### config.mk
export PLATFORM = sky130hd
export DESIGN_NAME = sprite_engine
export DESIGN_NICKNAME = d
export VERILOG_FILES = /design/src/rtl/sprite_pkg.sv /design/src/rtl/sprite_motion.sv /design/src/rtl/sprite_engine.sv
export SDC_FILE = /design/constraint.sdc
export NUM_CORES = 1
export LEC_CHECK = 0
export BUFFER_PORTS_ARGS = -buffer_cell sky130_fd_sc_hd__buf_2
export CORE_MARGIN = 2
export CORE_UTILIZATION = 50
export CTS_CLUSTER_DIAMETER = 30
export DETAILED_ROUTE_END_ITERATION = 10
export PLACE_DENSITY_LB_ADDON = 0.3
export REMOVE_ABC_BUFFERS = 1
export SKIP_LAST_GASP = 1
export SLEW_MARGIN = 15
export SYNTH_ARGS = -nofsm -noshare
export SYNTH_HDL_FRONTEND = slang
export SYNTH_SLANG_ARGS = --single-unit
export TNS_END_PERCENT = 30
### constraint.sdc
create_clock -name pclk -period 9.5 [get_ports pclk]
set_clock_uncertainty 0.1 [all_clocks]
set_input_delay 1.9 -clock pclk [delete_from_list [all_inputs] [get_ports pclk]]
set_output_delay 1.9 -clock pclk [all_outputs]
set_load 0.005 [all_outputs]
### src/rtl/sprite_pkg.sv
// Shared constants and types for the sprite engine.
// Holds default geometry, default colour keys, edge_hit bit indices and
// the button bundle passed from the top into the motion block.
package sprite_pkg;

    localparam int unsigned DEF_H_ACTIVE = 640;
    localparam int unsigned DEF_V_ACTIVE = 480;
    localparam int unsigned DEF_SPR_W    = 120;
    localparam int unsigned DEF_SPR_H    = 160;
    localparam int unsigned DEF_RGB_W    = 12;
    localparam int unsigned DEF_ADDR_W   = 15;
    localparam int unsigned DEF_STEP_W   = 4;

    localparam logic [11:0] DEF_KEY_RGB  = 12'hF0F;
    localparam logic [11:0] DEF_BG_RGB   = 12'h000;

    localparam int unsigned COORD_W      = 10;
    localparam int unsigned CMP_W        = 11;
    localparam int unsigned SPEED_W      = 4;
    localparam int unsigned EDGE_W       = 4;

    // edge_hit bit positions: {top, bottom, left, right}
    localparam int unsigned EDGE_RIGHT   = 0;
    localparam int unsigned EDGE_LEFT    = 1;
    localparam int unsigned EDGE_BOTTOM  = 2;
    localparam int unsigned EDGE_TOP     = 3;

    typedef enum logic {
        MODE_MANUAL = 1'b0,
        MODE_BOUNCE = 1'b1
    } mode_e;

    typedef struct packed {
        logic up;
        logic down;
        logic left;
        logic right;
    } btn_t;

endpackage

### src/rtl/sprite_motion.sv
// Sprite position, frame divider and bounce direction state.
// Ports: pclk/rst clock and sync reset; tick_i frame tick; mode_i manual/bounce;
// btn_i button levels; speed_i frames per step minus 1; step_i pixels per step;
// pos_x_o/pos_y_o registered top-left corner; edge_hit_o one-cycle reflection pulse.
module sprite_motion
    import sprite_pkg::*;
#(
    parameter int unsigned H_ACTIVE = DEF_H_ACTIVE,
    parameter int unsigned V_ACTIVE = DEF_V_ACTIVE,
    parameter int unsigned SPR_W    = DEF_SPR_W,
    parameter int unsigned SPR_H    = DEF_SPR_H,
    parameter int unsigned STEP_W   = DEF_STEP_W
) (
    input  logic               pclk,
    input  logic               rst,
    input  logic               tick_i,
    input  logic               mode_i,
    input  btn_t               btn_i,
    input  logic [SPEED_W-1:0] speed_i,
    input  logic [STEP_W-1:0]  step_i,
    output logic [COORD_W-1:0] pos_x_o,
    output logic [COORD_W-1:0] pos_y_o,
    output logic [EDGE_W-1:0]  edge_hit_o
);

    localparam int unsigned X_MAX = H_ACTIVE - SPR_W;
    localparam int unsigned Y_MAX = V_ACTIVE - SPR_H;
    localparam int unsigned SUM_W = COORD_W + 1;

    logic [COORD_W-1:0] pos_x_q, pos_x_d;
    logic [COORD_W-1:0] pos_y_q, pos_y_d;
    logic               dir_x_q, dir_x_d;   // 1 = moving right
    logic               dir_y_q, dir_y_d;   // 1 = moving down
    logic [SPEED_W-1:0] div_q, div_d;
    logic [EDGE_W-1:0]  edge_q, edge_d;
    logic               do_step;

    // Candidate moves in each direction, clamped, with limit-crossing flags
    logic [SUM_W-1:0]   x_sum, y_sum;
    logic               x_over, y_over, x_under, y_under;
    logic [COORD_W-1:0] x_inc, x_dec, y_inc, y_dec;

    assign x_sum   = SUM_W'(pos_x_q) + SUM_W'(step_i);
    assign y_sum   = SUM_W'(pos_y_q) + SUM_W'(step_i);
    assign x_over  = x_sum > SUM_W'(X_MAX);
    assign y_over  = y_sum > SUM_W'(Y_MAX);
    assign x_under = SUM_W'(step_i) > SUM_W'(pos_x_q);
    assign y_under = SUM_W'(step_i) > SUM_W'(pos_y_q);
    assign x_inc   = x_over  ? COORD_W'(X_MAX) : x_sum[COORD_W-1:0];
    assign y_inc   = y_over  ? COORD_W'(Y_MAX) : y_sum[COORD_W-1:0];
    assign x_dec   = x_under ? '0 : pos_x_q - COORD_W'(step_i);
    assign y_dec   = y_under ? '0 : pos_y_q - COORD_W'(step_i);

    // Divider and position update; only a step cycle (which lies in vertical
    // blanking) can move the sprite or sample the mode.
    always_comb begin
        pos_x_d = pos_x_q;
        pos_y_d = pos_y_q;
        dir_x_d = dir_x_q;
        dir_y_d = dir_y_q;
        div_d   = div_q;
        edge_d  = '0;
        do_step = 1'b0;

        if (tick_i) begin
            if (div_q == speed_i) begin
                do_step = 1'b1;
                div_d   = '0;
            end else if (div_q > speed_i) begin
                // speed lowered below the running count: restart the count
                div_d   = '0;
            end else begin
                div_d   = div_q + SPEED_W'(1);
            end
        end

        if (do_step) begin
            if (mode_i == MODE_MANUAL) begin
                if (btn_i.right && !btn_i.left)      pos_x_d = x_inc;
                else if (btn_i.left && !btn_i.right) pos_x_d = x_dec;
                if (btn_i.down && !btn_i.up)         pos_y_d = y_inc;
                else if (btn_i.up && !btn_i.down)    pos_y_d = y_dec;
            end else begin
                if (dir_x_q) begin
                    pos_x_d = x_inc;
                    if (x_over) begin
                        dir_x_d            = 1'b0;
                        edge_d[EDGE_RIGHT] = 1'b1;
                    end
                end else begin
                    pos_x_d = x_dec;
                    if (x_under) begin
                        dir_x_d           = 1'b1;
                        edge_d[EDGE_LEFT] = 1'b1;
                    end
                end
                if (dir_y_q) begin
                    pos_y_d = y_inc;
                    if (y_over) begin
                        dir_y_d             = 1'b0;
                        edge_d[EDGE_BOTTOM] = 1'b1;
                    end
                end else begin
                    pos_y_d = y_dec;
                    if (y_under) begin
                        dir_y_d          = 1'b1;
                        edge_d[EDGE_TOP] = 1'b1;
                    end
                end
            end
        end
    end

    // State registers
    always_ff @(posedge pclk) begin
        if (rst) begin
            pos_x_q <= COORD_W'((H_ACTIVE - SPR_W) / 2);
            pos_y_q <= COORD_W'((V_ACTIVE - SPR_H) / 2);
            dir_x_q <= 1'b1;
            dir_y_q <= 1'b1;
            div_q   <= '0;
            edge_q  <= '0;
        end else begin
            pos_x_q <= pos_x_d;
            pos_y_q <= pos_y_d;
            dir_x_q <= dir_x_d;
            dir_y_q <= dir_y_d;
            div_q   <= div_d;
            edge_q  <= edge_d;
        end
    end

    assign pos_x_o    = pos_x_q;
    assign pos_y_o    = pos_y_q;
    assign edge_hit_o = edge_q;

endmodule

### src/rtl/sprite_engine.sv
// Sprite overlay: ROM address generation, pixel pipeline and motion control.
// Ports: pclk/rst clock and sync reset; valid_i, h_cnt_i, v_cnt_i from the timing
// generator; mode_i and btn_*_i, speed_i, step_i motion controls; rom_addr_o/rom_data_i
// sprite ROM (1-cycle read); pix_rgb_o registered pixel; pos_x_o/pos_y_o sprite
// corner; edge_hit_o {top,bottom,left,right} reflection pulse.
module sprite_engine
    import sprite_pkg::*;
#(
    parameter int unsigned        H_ACTIVE = DEF_H_ACTIVE,
    parameter int unsigned        V_ACTIVE = DEF_V_ACTIVE,
    parameter int unsigned        SPR_W    = DEF_SPR_W,
    parameter int unsigned        SPR_H    = DEF_SPR_H,
    parameter int unsigned        RGB_W    = DEF_RGB_W,
    parameter int unsigned        ADDR_W   = DEF_ADDR_W,
    parameter int unsigned        STEP_W   = DEF_STEP_W,
    parameter logic [RGB_W-1:0]   KEY_RGB  = RGB_W'(DEF_KEY_RGB),
    parameter logic [RGB_W-1:0]   BG_RGB   = RGB_W'(DEF_BG_RGB)
) (
    input  logic               pclk,
    input  logic               rst,
    input  logic               valid_i,
    input  logic [COORD_W-1:0] h_cnt_i,
    input  logic [COORD_W-1:0] v_cnt_i,
    input  logic               mode_i,
    input  logic               btn_up_i,
    input  logic               btn_down_i,
    input  logic               btn_left_i,
    input  logic               btn_right_i,
    input  logic [SPEED_W-1:0] speed_i,
    input  logic [STEP_W-1:0]  step_i,
    output logic [ADDR_W-1:0]  rom_addr_o,
    input  logic [RGB_W-1:0]   rom_data_i,
    output logic [RGB_W-1:0]   pix_rgb_o,
    output logic [COORD_W-1:0] pos_x_o,
    output logic [COORD_W-1:0] pos_y_o,
    output logic [EDGE_W-1:0]  edge_hit_o
);

    logic [COORD_W-1:0] pos_x, pos_y;
    logic               frame_tick;
    logic               in_area;
    btn_t               btn;

    logic [ADDR_W-1:0]  rom_addr_q, rom_addr_d;
    logic               valid_dq, valid_dd;
    logic               area_dq, area_dd;
    logic [RGB_W-1:0]   pix_q, pix_d;

    assign btn = '{up: btn_up_i, down: btn_down_i, left: btn_left_i, right: btn_right_i};

    // One cycle per frame, first pixel of the first blanking line
    assign frame_tick = (v_cnt_i == COORD_W'(V_ACTIVE)) && (h_cnt_i == '0);

    // Sprite window test in 11 bits so pos+size never wraps
    assign in_area = (CMP_W'(h_cnt_i) >= CMP_W'(pos_x))
                  && (CMP_W'(h_cnt_i) <  CMP_W'(pos_x) + CMP_W'(SPR_W))
                  && (CMP_W'(v_cnt_i) >= CMP_W'(pos_y))
                  && (CMP_W'(v_cnt_i) <  CMP_W'(pos_y) + CMP_W'(SPR_H));

    sprite_motion #(
        .H_ACTIVE (H_ACTIVE),
        .V_ACTIVE (V_ACTIVE),
        .SPR_W    (SPR_W),
        .SPR_H    (SPR_H),
        .STEP_W   (STEP_W)
    ) u_motion (
        .pclk       (pclk),
        .rst        (rst),
        .tick_i     (frame_tick),
        .mode_i     (mode_i),
        .btn_i      (btn),
        .speed_i    (speed_i),
        .step_i     (step_i),
        .pos_x_o    (pos_x),
        .pos_y_o    (pos_y),
        .edge_hit_o (edge_hit_o)
    );

    // Address walk and pixel select; valid/area are delayed to line up with rom_data
    always_comb begin
        rom_addr_d = rom_addr_q;
        valid_dd   = valid_i;
        area_dd    = in_area;
        pix_d      = '0;

        if (frame_tick)
            rom_addr_d = '0;
        else if (valid_i && in_area)
            rom_addr_d = rom_addr_q + ADDR_W'(1);

        if (valid_dq) begin
            if (!area_dq || (rom_data_i == KEY_RGB))
                pix_d = BG_RGB;
            else
                pix_d = rom_data_i;
        end
    end

    // Pipeline registers
    always_ff @(posedge pclk) begin
        if (rst) begin
            rom_addr_q <= '0;
            valid_dq   <= 1'b0;
            area_dq    <= 1'b0;
            pix_q      <= '0;
        end else begin
            rom_addr_q <= rom_addr_d;
            valid_dq   <= valid_dd;
            area_dq    <= area_dd;
            pix_q      <= pix_d;
        end
    end

    assign rom_addr_o = rom_addr_q;
    assign pix_rgb_o  = pix_q;
    assign pos_x_o    = pos_x;
    assign pos_y_o    = pos_y;

endmodule

# [Word level (Yosys, flattened, before mapping)]
# Cells that the tools add are included.
[word_totals] reg_bits=59 inputBits=48 out_inout_bits=51
[op_classes] n_addsub=8 n_lt_le_gt_ge=9 eq_ne=3 n_mux=24 n_bitwise=5 n_reduce_logical=27
[ops] op="$mux W10" n=12
[ops] op="$add A10 B4 Y11" n=2
[ops] op="$lt A10 B11 Y1" n=2
[ops] op="$ge A10 B10 Y1" n=2
[ops] op="$gt A4 B10 Y1" n=2
[ops] op="$sub A10 B4 Y10" n=2
[ops] op="$reduce_or A4 Y1" n=4
[ops] op="$add A15 B1 Y15 const B" n=1
[ops] op="$eq A12 B12 Y1 const B" n=1
[ops] op="$add A10 B7 Y11 const B" n=1
[ops] op="$add A10 B8 Y11 const B" n=1
[ops] op="$gt A11 B10 Y1 const B" n=1
[ops] op="$gt A11 B9 Y1 const B" n=1
[ops] op="$eq A10 B9 Y1 const B" n=1
[ops] op="$logic_not A10 Y1" n=1
[ops] op="$mux W1" n=10
[ops] op="$logic_and A1 B1 Y1" n=9
[ops] op="$mux W4" n=2
[ops] op="$reduce_and A2 Y1" n=3
[ops] op="$reduce_bool A3 Y1" n=2
[ops] op="$logic_not A1 Y1" n=5
[ops] op="$not A1 Y1" n=5
[ops] op="$add A4 B1 Y4 const B" n=1
[ops] op="$eq A4 B4 Y1" n=1
[ops] op="other kinds (4)" n=4

# [Longest topological paths before layout]
# Gate-level depths: netlist of run 1.
[depth] word_depth=6 ltp_mapped=16 depth_no_buf=14

# [Hierarchy]
# A second synthesis of run 1 with hierarchy kept.
[hier_totals] cells_unflattened=636 hier_area_um2=5144.9
[modules_own_cells] mod="sprite_motion" instances=1 cells_each=384 area_each_um2=2930.3
[modules_own_cells] mod="sprite_engine" instances=1 cells_each=252 area_each_um2=2214.6

# [Least setup slack after synthesis of run 1]
# No wires, ideal clock.
[synth_path] path_type="in2reg" from="in step_i[0]" to="reg u_motion.pos_x_q[4] (netlist: u_motion.pos_x_o[4])" setup_ns=0.087 arrival_ns=4.271 slack_ns=5.042 stages=11 path_buffers=1 cell_sequence="ha_1 -> fa_1 -> nand2b_1 -> a21oi_1 -> or2_1 -> buf_6 -> or3_1 -> a221oi_2 -> a31o_4 -> or4b_1 -> o31ai_1"
[synth_via] elab_chain_cells=5 word_cells_on_any_way=10 cone_classes="add/sub (2); order compare (2); mux (6)"
[synth_lines] item="from (decl)" line="sprite_engine.sv:30" rtl="input logic [STEP_W-1:0] step_i,"
[synth_lines] item="$add A10 B4 Y11, or another cell as far along" line="sprite_motion.sv:43" rtl="assign x_sum = SUM_W'(pos_x_q) + SUM_W'(step_i);"
[synth_lines] item="$gt A11 B10 Y1 or $mux W10 (tied branches)" line="sprite_motion.sv:45, sprite_motion.sv:51"
[synth_lines] item="$mux W10 (on tied branches)" line="sprite_motion.sv:49, sprite_motion.sv:80"
[synth_lines] item="$mux W10 (on tied branches)" line="sprite_motion.sv:79, sprite_motion.sv:84"
[synth_lines] item="$mux W10 *" line="sprite_motion.sv:78" rtl="if (mode_i == MODE_MANUAL) begin"
[synth_lines] item="to (signal assigned)" line="sprite_motion.sv:117" rtl="pos_x_q <= COORD_W'((H_ACTIVE - SPR_W) / 2);"
[synth_lines] item="to (signal assigned)" line="sprite_motion.sv:124" rtl="pos_x_q <= pos_x_d;"
[synth_lines] item="to (decl)" line="sprite_motion.sv:30" rtl="logic [COORD_W-1:0] pos_x_q, pos_x_d;"
# Mark *: on every way between the ends. The rest lies on a longest branch, timed or not. The select of a mux whose other input is x is not followed.
# A chain may end at the register's enable or synchronous reset.

# [Worst setup path after layout of run 1]
[layout_path] from="in h_cnt_i[1]" to="reg u_motion.pos_x_q[4] (netlist: u_motion.pos_x_o[4])"
[layout_via] elab_chain_cells=4
[layout_lines] item="from (decl)" line="sprite_engine.sv:22" rtl="input logic [COORD_W-1:0] h_cnt_i,"
[layout_lines] item="$logic_not A10 Y1" line="sprite_engine.sv:52" rtl="assign frame_tick = (v_cnt_i == COORD_W'(V_ACTIVE)) && (h_cnt_i == '0);"
[layout_lines] item="$logic_and A1 B1 Y1" line="sprite_engine.sv:52"
[layout_lines] item="$mux W1" line="sprite_motion.sv:65" rtl="if (tick_i) begin"
[layout_lines] item="$reduce_and A2 Y1 (no line)"
# No other way between the ends.

==> results.yml, run 1 <==
logic_synthesis:
  yosys.area.top_type: "dfxtp_1"
  synthSimpleGateAreaFrac_pct: 25.13
  synth.area.top_cells: "dfxtp_1, ha_1, a21oi_1, o21ai_0, inv_1"
  syn_avg_cell_area_um2: 7.993
  synth-edff-count: 0
  ys_ff_latch: 59
  ys.flop_type: "dfxtp_1"
  postSynthCellCount: 613
  ys_types: 65
  synth_top_family_by_area: "simple AND/OR/NAND/NOR gates"
  synthMuxAreaShare_pct: 0.6129
  syn-cell-area_um2: 4900
  yosys.area_share.adder_pct: 16.19
  async_flop_share_pct: 0
  netlist.area_leader.share_pct: 24.11
  yosysSeqAreaShare_pct: 24.11
  synth_xor_area_share_pct: 3.754
  synth_compound_area_share_pct: 24.95
  ys_warn_count: 0
timing:
  fmax_mhz: 217.2
  period_needed_ns: 4.604
  setup_viol: 0
  slew_headroom_pct: 25.91
  rsz0062_at_grt: "no"
  fin_tns_setup_ns: 0
  drv_slew: 0
  finalHoldViolCount: 0
  worstMarginPinSlew_ns: 1.102
  period_share_pct: 48.46
floorplanning:
  die_area_um2: 10610
  initial_core_util_pct: 50.83
  rows: 36
  die_height_um: 103.0
  boundaryPins: 99
  core_um2: 9639
  die_x_um: 103.0
place:
  io_buffers: 98
  routabilityCongestion: 0.8948
  hpwl_um: 10520
  placed_cell_area_um2: 5479
outcome:
  outcome: "finished, final reports clean"
routing:
  drtIter0Drc: 376
  ant_nets: 0
  wl_um: 13830
  wl_per_cell_um: 16.51
  drt-vias-per-instance: 6.079
  vias: 5094
  drc: 0
  dr.pass1.iters: 5
final_layout:
  final_cell_mix: "buf_2, dfxtp_1, ha_1"
  area_delta_synth_final_pct: 16.39
  design_area_um2: 5703
  antennaDiodeCount: 0
  nets: 809
  fillers: 918
  drive_gt1_share_pct: 17.73
  final_core_util_pct: 59.16
  layout_commonest_cell: "buf_2"
global_route:
  grt_max_degree: 42
  overflow: 0
  grt_pass1_wl_um: 21940
  grt_usage_pct: 26.07
  grt_pass1_vias: 4531
  antenna_found_initial: 0
pwr:
  powerDensity_nw_per_um2: 103.1
  power_leakage_nw: 2.465
  irDropWorstVdd_mv: 0.07282
critical_path:
  required_ns: 9.66
  timing.setup.critical_path_class: "in2reg"
  cp-end-kind: "flop"
  r2r-start: "u_motion.pos_x_o[4]"
  start_kind: "input port"
  crit_start: "h_cnt_i[1]"
  critical_path.max_fanout: 13
  cp_data_arrival_time_ns: 4.77
clock_network:
  cts_root_buffer: "clkbuf_8"
  tritoncts: "done"
  postCtsHoldBufs: 0
  post-cts-setup-buffers: 0
  clkSinkCount: 59
  clkTransAtPathRegs_ns: 0.08
  clockBufferDepth: 2
  clk_latency_ns: 0.35
  ctsHtreeMaxLevel: 3
  cts_buffers: 9
  cts_resized: 0
worst_hold_path:
  holdCritPathClass: "reg2reg"
  hold_path.startpoint: "rom_addr_o[14]"
job:
  maxCapViolCount: 0
-- worst max-delay path, cell delays in order --
cell	delay, ns
buf_2	0.12
or4_1	0.54
nor4_2	0.95
o211ai_1	0.18
buf_4	0.25
a21oi_1	0.14
o31ai_1	0.10
or4b_1	0.51
o31ai_1	0.07
-- final timing paths --
check        cells past startpoint             endpoint  slack [ns]
min                              2       rom_addr_o[14]        0.40
max                              9  u_motion.pos_x_o[4]        4.90
max reg2reg                     15        rom_addr_o[5]        5.79
min reg2reg                      2       rom_addr_o[14]        0.40
-- cells by family (layout without fill, tap and decap cells) --
| logic type | Yosys count | count (layout) |
|---|---|---|
| AO/OA/AOI/OAI | 183 | 183 |
| XOR/XNOR | 21 | 21 |
| flip-flops | 59 | 59 |
| multiplexers | 3 | 3 |
| buffers and inverters | 65 | 157 |
| AND/OR/NAND/NOR | 221 | 221 |
| adder cells (fa/ha/maj) | 61 | 61 |
-- per-layer routing --
| metal | GRT usage [%] | wire length [um] | vias to the layer above |
|---|---|---|---|
| met3 | 6.373 | 1154 | 20 |
| met4 | 6.781 | 206 | 0 |
| met1 | 34.49 | 6070 | 2369 |
| met2 | 42.66 | 6403 | 238 |
| li1 | - | - | 2467 |
| met5 | 0 | 0 | - |
-- sequential cells by signal (all words and copies together) (netlist names) --
name	flops
u_motion.edge_hit_o	4
pix_rgb_o	12
u_motion.dir_x_q	1
u_motion.pos_y_o	10
area_dq	1
u_motion.pos_x_o	10
valid_dq	1
rom_addr_o	15
u_motion.div_q	4
u_motion.dir_y_q	1
-- where the power goes --
group / switching, mW / total, mW / leakage (nW) / internal, mW
Clock: 0.114 / 0.264 / 0.114 / 0.149
Combinational: 0.0461 / 0.0758 / 1.88 / 0.0298
Sequential: 0.000487 / 0.248 / 0.476 / 0.248
-- synth_stat cells, drive strengths merged (3+ instances only) --
library cell / n
or3: 4
nand2: 38
xor2: 6
xnor2: 15
o211ai: 10
a211oi: 12
nand3: 18
or2: 3
or4: 19
o21ai: 36
nor2: 34
inv: 38
nor4b: 3
and2: 17
nor2b: 15
a211o: 5
o31ai: 15
dfxtp: 59
and4: 4
a21o: 8
fa: 4
nand4b: 4
o21a: 10
o211a: 3
clkbuf: 21
nand4: 7
nor3b: 4
o41ai: 3
a21oi: 46
and3: 7
ha: 57
mux2i: 3
nor3: 20
buf: 6
nor4: 8
a2111oi: 3
a31oi: 8
o22ai: 4
nand2b: 11
-- per-stage QoR --
| stage | hold slack, ns | worst slack [ns] | cells | power, mW |
|---|---|---|---|---|
| after floorplan | 0.3460 | 4.892 | 586 | 0.2954 |
| after global placement | 0.3591 | 4.640 | 822 | 0.3257 |
| after detailed placement | 0.3876 | 4.584 | 822 | 0.3282 |
| after CTS | 0.3992 | 4.940 | 838 | 0.5909 |
| after global routing | 0.4141 | 4.733 | 838 | 0.6138 |
| final | 0.3962 | 4.896 | 838 | 0.5878 |
-- cell type report --
cell class | instances | area, um^2 | share of cell area (%)
clock inverter | 7 | 100.1 | 1.755
sequential | 59 | 1181 | 20.71
inverter | 38 | 142.6 | 2.501
clock buffer | 9 | 123.9 | 2.172
timing repair buffer | 103 | 528.0 | 9.258
tap | 133 | 166.4 | 2.918
multi-input combinational | 489 | 3461 | 60.68
Note: power is estimated with default switching activity, not from simulation.
==> inputs of run 2 (changes only) <==
- clock period: 9.5 -> 3.8 ns (I/O delays scaled with it)
==> results.yml, run 2 (synthesis gave the netlist of run 1 again) <==
floorplanning:
  initial_core_util_pct: 50.83
  die_area_um2: 10610
  rows: 36
  die_height_um: 103.0
  die_x_um: 103.0
  boundaryPins: 99
  core_um2: 9639
critical_path:
  cp_cell_sequence: "or4_1 -> nand2_1 -> xnor2_1 -> ha_1 -> nor4_1 -> nand2_1 -> a21oi_1 -> a21oi_1 -> nor2_1 -> o211ai_1 -> buf_4 -> or4_1 -> a21oi_1"
  timing.setup.critical_path_class: "reg2reg"
  crit_start: "u_motion.pos_x_o[4]"
  critical_path.max_fanout: 31
  rrSetupSlack_ns: 0.34
  crit_family: "simple AND/OR/NAND/NOR gates"
  cp-end-kind: "flop"
  crit_slowest_cell: "or4_1"
  path_buf_inv: 1
  r2r-start: "u_motion.pos_x_o[4]"
  start_kind: "flop"
  max_stage_delay_ns: 0.59
  worstReg2RegEnd: "rom_addr_o[7]"
  required_ns: 3.98
  cp_data_arrival_time_ns: 3.64
  ff2ff_path_depth: 13
  crit_top_cell: "a21oi_1"
clock_network:
  clockBufferDepth: 2
  ctsHtreeMaxLevel: 3
  clkSinkCount: 59
  cts_buffers: 9
  clkTransAtPathRegs_ns: 0.07
  post-cts-setup-buffers: 0
  clk_latency_ns: 0.36
  tritoncts: "done"
  cts_resized: 0
  cts_root_buffer: "clkbuf_8"
  postCtsHoldBufs: 0
timing:
  drv_slew: 0
  setup_viol: 0
  rsz0062_at_grt: "no"
  period_needed_ns: 3.463
  worstMarginPinSlew_ns: 0.6873
  period_share_pct: 91.12
  slew_headroom_pct: 54.18
  fmax_mhz: 288.8
  finalHoldViolCount: 0
  fin_tns_setup_ns: 0
worst_hold_path:
  hold_path.startpoint: "rom_addr_o[14]"
  holdCritPathClass: "reg2reg"
  hold_end: "rom_addr_o[14]"
  hold_depth: 2
pwr:
  power_leakage_nw: 2.516
  irDropWorstVdd_mv: 0.1860
  p_total_mw: 1.548
  powerDensity_nw_per_um2: 267.1
routing:
  dr.max_layer_used: "met4"
  drt-vias-per-instance: 5.981
  wl_per_cell_um: 16.45
  ant_nets: 0
  drtIter0Drc: 276
  drc: 0
  wl_um: 13940
  wl_met3_um: 940
  vias: 5066
  met2_length_um: 6526
  dr.pass1.iters: 5
  m1WireLength_um: 6165
global_route:
  grt_pass1_wl_um: 21910
  grt_pass1_vias: 4504
  grt_max_degree: 33
  overflow: 0
  antenna_found_initial: 0
  grt_usage_pct: 26.24
final_layout:
  area_delta_synth_final_pct: 18.26
  stdcell_count: 847
  final_core_util_pct: 60.11
  antennaDiodeCount: 0
  fillers: 902
  drive_gt1_share_pct: 18.77
  largest_reg_flops: 15
  final_cell_mix: "buf_2, dfxtp_1, ha_1"
  nets: 818
  layout_commonest_cell: "buf_2"
outcome:
  outcome: "finished, final reports clean"
place:
  hpwl_um: 10810
  dp_cells: 831
  io_buffers: 98
  routabilityCongestion: 0.9269
job:
  maxCapViolCount: 0
run 2: changes by cell type in the layout (fill, tap and decap cells not counted), sizes merged:
cell	delta
bufinv	+1
buf	+9
clkinvlp	+1
clkinv	-2
run 2: worst max-delay path by stage:
stage	to	slack (ns)	cells after the start
3_5_place_dp	u_motion.pos_x_o[4]	0.23	11
6_report	rom_addr_o[7]	0.34	13
4_1_cts	rom_addr_o[7]	0.36	13
5_1_grt	rom_addr_o[3]	0.06	15
3_3_place_gp	u_motion.pos_x_o[4]	0.28	11
2_1_floorplan	u_motion.pos_x_o[4]	0.33	7
run 2: through the flow:
stage	hold WS (ns)	area [um^2]	setup slack, ns
3_5_place_dp	0.3777	5547	0.2272
4_1_cts	0.3879	5794	0.3607
3_3_place_gp	0.3583	5547	0.2843
6_report	0.3852	5794	0.3373
2_1_floorplan	0.3460	4785	0.3325
5_1_grt	0.4026	5794	0.05908
run 2: worst min-delay path, delay by kind of cell, from the launching register on:
family	cells	cell delay (ns)
flops	1	0.32
compound gates	2	0.11
run 2: final cells by class:
cell class	instances	area, um^2	area share [%]
Timing Repair Buffer	112	595.6	10.28
Inverter	38	142.6	2.462
Tap cell	133	166.4	2.872
Clock buffer	9	123.9	2.138
Multi-Input combinational cell	489	3461	59.73
Clock inverter	7	123.9	2.138
Sequential cell	59	1181	20.38
run 2: routing by layer:
layer	global-route usage [%]	up-vias
li1	-	2478
met2	42.16	190
met4	9.717	0
met3	4.475	31
met5	0	-
met1	35.33	2367
run 2: report_power, final:
group / switching [mW] / leakage [nW] / internal (mW)
Clock: 0.295 / 0.120 / 0.440
Sequential: 0.00109 / 0.476 / 0.620
Combinational: 0.115 / 1.92 / 0.0769
==> inputs of run 3 (changes only) <==
- ABC_AREA: unset -> 1
- PLACE_DENSITY: unset -> 0.88
- PLACE_DENSITY_LB_ADDON: 0.3 -> unset
==> results.yml, run 3 <==
logic_synthesis:
  synth-edff-count: 0
  ys_ff_latch: 59
  synth_top_cells_by_count: "nand2_1, inv_1, nor2_1, a21oi_1, dfxtp_1"
  syn_avg_cell_area_um2: 6.712
  postSynthCellCount: 773
  syn-cell-area_um2: 5189
  ys_warn_count: 0
  synth.area.top_cells: "dfxtp_1, ha_1, nand2_1, inv_1, a21oi_1"
  async_flop_share_pct: 0
  ys.flop_type: "dfxtp_1"
  yosys.area.top_type: "dfxtp_1"
  ys_types: 47
  yosysSeqAreaShare_pct: 22.76
  netlist.area_leader.share_pct: 22.76
  post-synth-top-count-cell: "nand2_1"
pwr:
  p_total_mw: 1.443
  power_leakage_nw: 2.971
  netSwitchingPower_uw: 382.9
  power_frac_seq_pct: 43.0
  internal_power_mw: 1.060
  powerDensity_nw_per_um2: 242.4
  power.share.switching_pct: 26.53
  irDropWorstVdd_mv: 0.1697
  clockPowerShare_pct: 43.1
  p_comb_share_pct: 13.9
clock_network:
  postCtsHoldBufs: 0
  clkSinkCount: 59
  post-cts-setup-buffers: 0
  cts_buffers: 9
  clk_latency_ns: 0.34
  ctsHtreeMaxLevel: 3
  cts_root_buffer: "clkbuf_8"
  tritoncts: "done"
  cts_resized: 0
  clkTransAtPathRegs_ns: 0.07
  clockBufferDepth: 2
floorplanning:
  die_area_um2: 11210
  core_um2: 10180
  die_x_um: 105.9
  rows: 37
  initial_core_util_pct: 50.95
  die_height_um: 105.9
  boundaryPins: 99
critical_path:
  timing.setup.critical_path_class: "reg2reg"
  ff2ff_path_depth: 13
  critical_path.max_fanout: 16
  start_kind: "flop"
  r2r-start: "u_motion.pos_x_o[4]"
  max_stage_delay_ns: 0.58
  path_buf_inv: 1
  rrSetupSlack_ns: 0.56
  worstReg2RegEnd: "rom_addr_o[6]"
  cp_cell_sequence: "inv_1 -> ha_1 -> ha_1 -> a21oi_1 -> nor2_1 -> a211oi_1 -> nor2_1 -> nor2_2 -> nand3_2 -> nor2_4 -> nand3_4 -> nand2_1 -> a21oi_1"
  crit_family: "simple AND/OR/NAND/NOR gates"
  cp-end-kind: "flop"
  crit_slowest_cell: "dfxtp_1"
  required_ns: 3.90
  cp_data_arrival_time_ns: 3.34
outcome:
  outcome: "finished, final reports clean"
timing:
  setup_viol: 0
  fmax_mhz: 308.9
  finalHoldViolCount: 0
  drv_slew: 0
  period_needed_ns: 3.238
  worstMarginPinSlew_ns: 0.7939
  fin_tns_setup_ns: 0
  slew_headroom_pct: 47.07
  period_share_pct: 85.20
  rsz0062_at_grt: "no"
global_route:
  overflow: 0
  grt_pass1_wl_um: 22910
  antenna_found_initial: 0
  grt_max_degree: 21
  grt_pass1_vias: 4974
  grt_usage_pct: 24.94
worst_hold_path:
  hold_end: "rom_addr_o[12]"
  hold_depth: 2
  hold_path.startpoint: "rom_addr_o[12]"
  holdCritPathClass: "reg2reg"
final_layout:
  layout_commonest_cell: "nand2_1"
  final_cell_mix: "nand2_1, buf_2, inv_1"
  largest_reg_flops: 15
  final_core_util_pct: 58.45
  drive_gt1_share_pct: 16.63
  area_delta_synth_final_pct: 14.73
  fillers: 992
  design_area_um2: 5953
  nets: 970
  antennaDiodeCount: 0
routing:
  drc: 0
  vias: 5409
  wl_um: 13850
  ant_nets: 0
  drtIter0Drc: 412
  dr.pass1.iters: 5
  wl_per_cell_um: 13.82
  drt-vias-per-instance: 5.398
job:
  maxCapViolCount: 0
place:
  placed_cell_area_um2: 5738
  io_buffers: 98
  routabilityCongestion: 0.9929
  hpwl_um: 10890
run 3: cell types whose count changed in the layout (fill, tap and decap cells not counted), moves of 16 or more:
cell,change
or4_1,-19
nor2_1,+35
a21oi_1,+17
inv_1,+57
nand3_1,+40
and2_1,-16
xor2_1,+20
nand4_1,+21
nand2_1,+122
run 3: per-stage QoR:
step | hold slack [ns] | setup WS [ns] | instances
after global routing | 0.4163 | 0.2482 | 1002
final | 0.3932 | 0.5623 | 1002
after global placement | 0.3804 | 0.6748 | 986
after floorplan | 0.3638 | 1.177 | 748
after detailed placement | 0.3849 | 0.6209 | 986
after CTS | 0.3957 | 0.5897 | 1002
run 3: layout make-up:
cell class,instances,area (um^2),share of cell area (%)
Clock buffer,9,123.9,2.081
Clock inverter,7,91.34,1.534
Inverter,102,382.9,6.431
Multi-Input combinational cell,587,3483,58.51
Sequential cell,59,1181,19.84
Tap cell,136,170.2,2.858
Timing Repair Buffer,102,520.5,8.743
run 3: routing by layer:
metal  up-vias  part of all wire (%)  global-route usage, %
li1       2757                     -                      -
met2       186                    47                  41.94
met4         0                   2.5                  8.177
met3        31                   5.1                  4.453
met1      2435                    45                  32.30
met5         -                     0                      0
run 3: how the worst max path moves through the flow:
stage,from,to,slack (ns),cells after the start
finish,u_motion.pos_x_o[4],rom_addr_o[6],0.56,13
global route,u_motion.pos_x_o[4],rom_addr_o[2],0.25,14
global placement,u_motion.pos_x_o[4],rom_addr_o[12],0.67,14
floorplan,u_motion.pos_x_o[4],rom_addr_o[0],1.18,14
CTS,u_motion.pos_x_o[4],rom_addr_o[6],0.59,14
detailed placement,u_motion.pos_x_o[4],rom_addr_o[6],0.62,14
run 3: cells by family after synthesis:
kind of cell / share of synthesized area (%)
AOI/OAI and AO/OA: 12.78
buffers and inverters: 10.10
xor gates and xnor gates: 6.077
and+or+nand+nor: 32.99
DFF: 22.76
adders and majority gates: 15.29
run 3: worst min-delay path, delay by kind of cell (launching register included):
family | cells | cell delay, ns
AOI/OAI and AO/OA | 1 | 0.05
DFF | 1 | 0.33
and+or+nand+nor | 1 | 0.07
run 3: power by group through the flow:
stage	Combinational [mW]	Sequential (mW)	Clock [mW]
2_1_floorplan	0.119	0.635	0
3_3_place_gp	0.193	0.635	0
3_5_place_dp	0.196	0.635	0
4_1_cts	0.197	0.621	0.636
5_1_grt	0.224	0.621	0.667
6_report	0.200	0.621	0.622
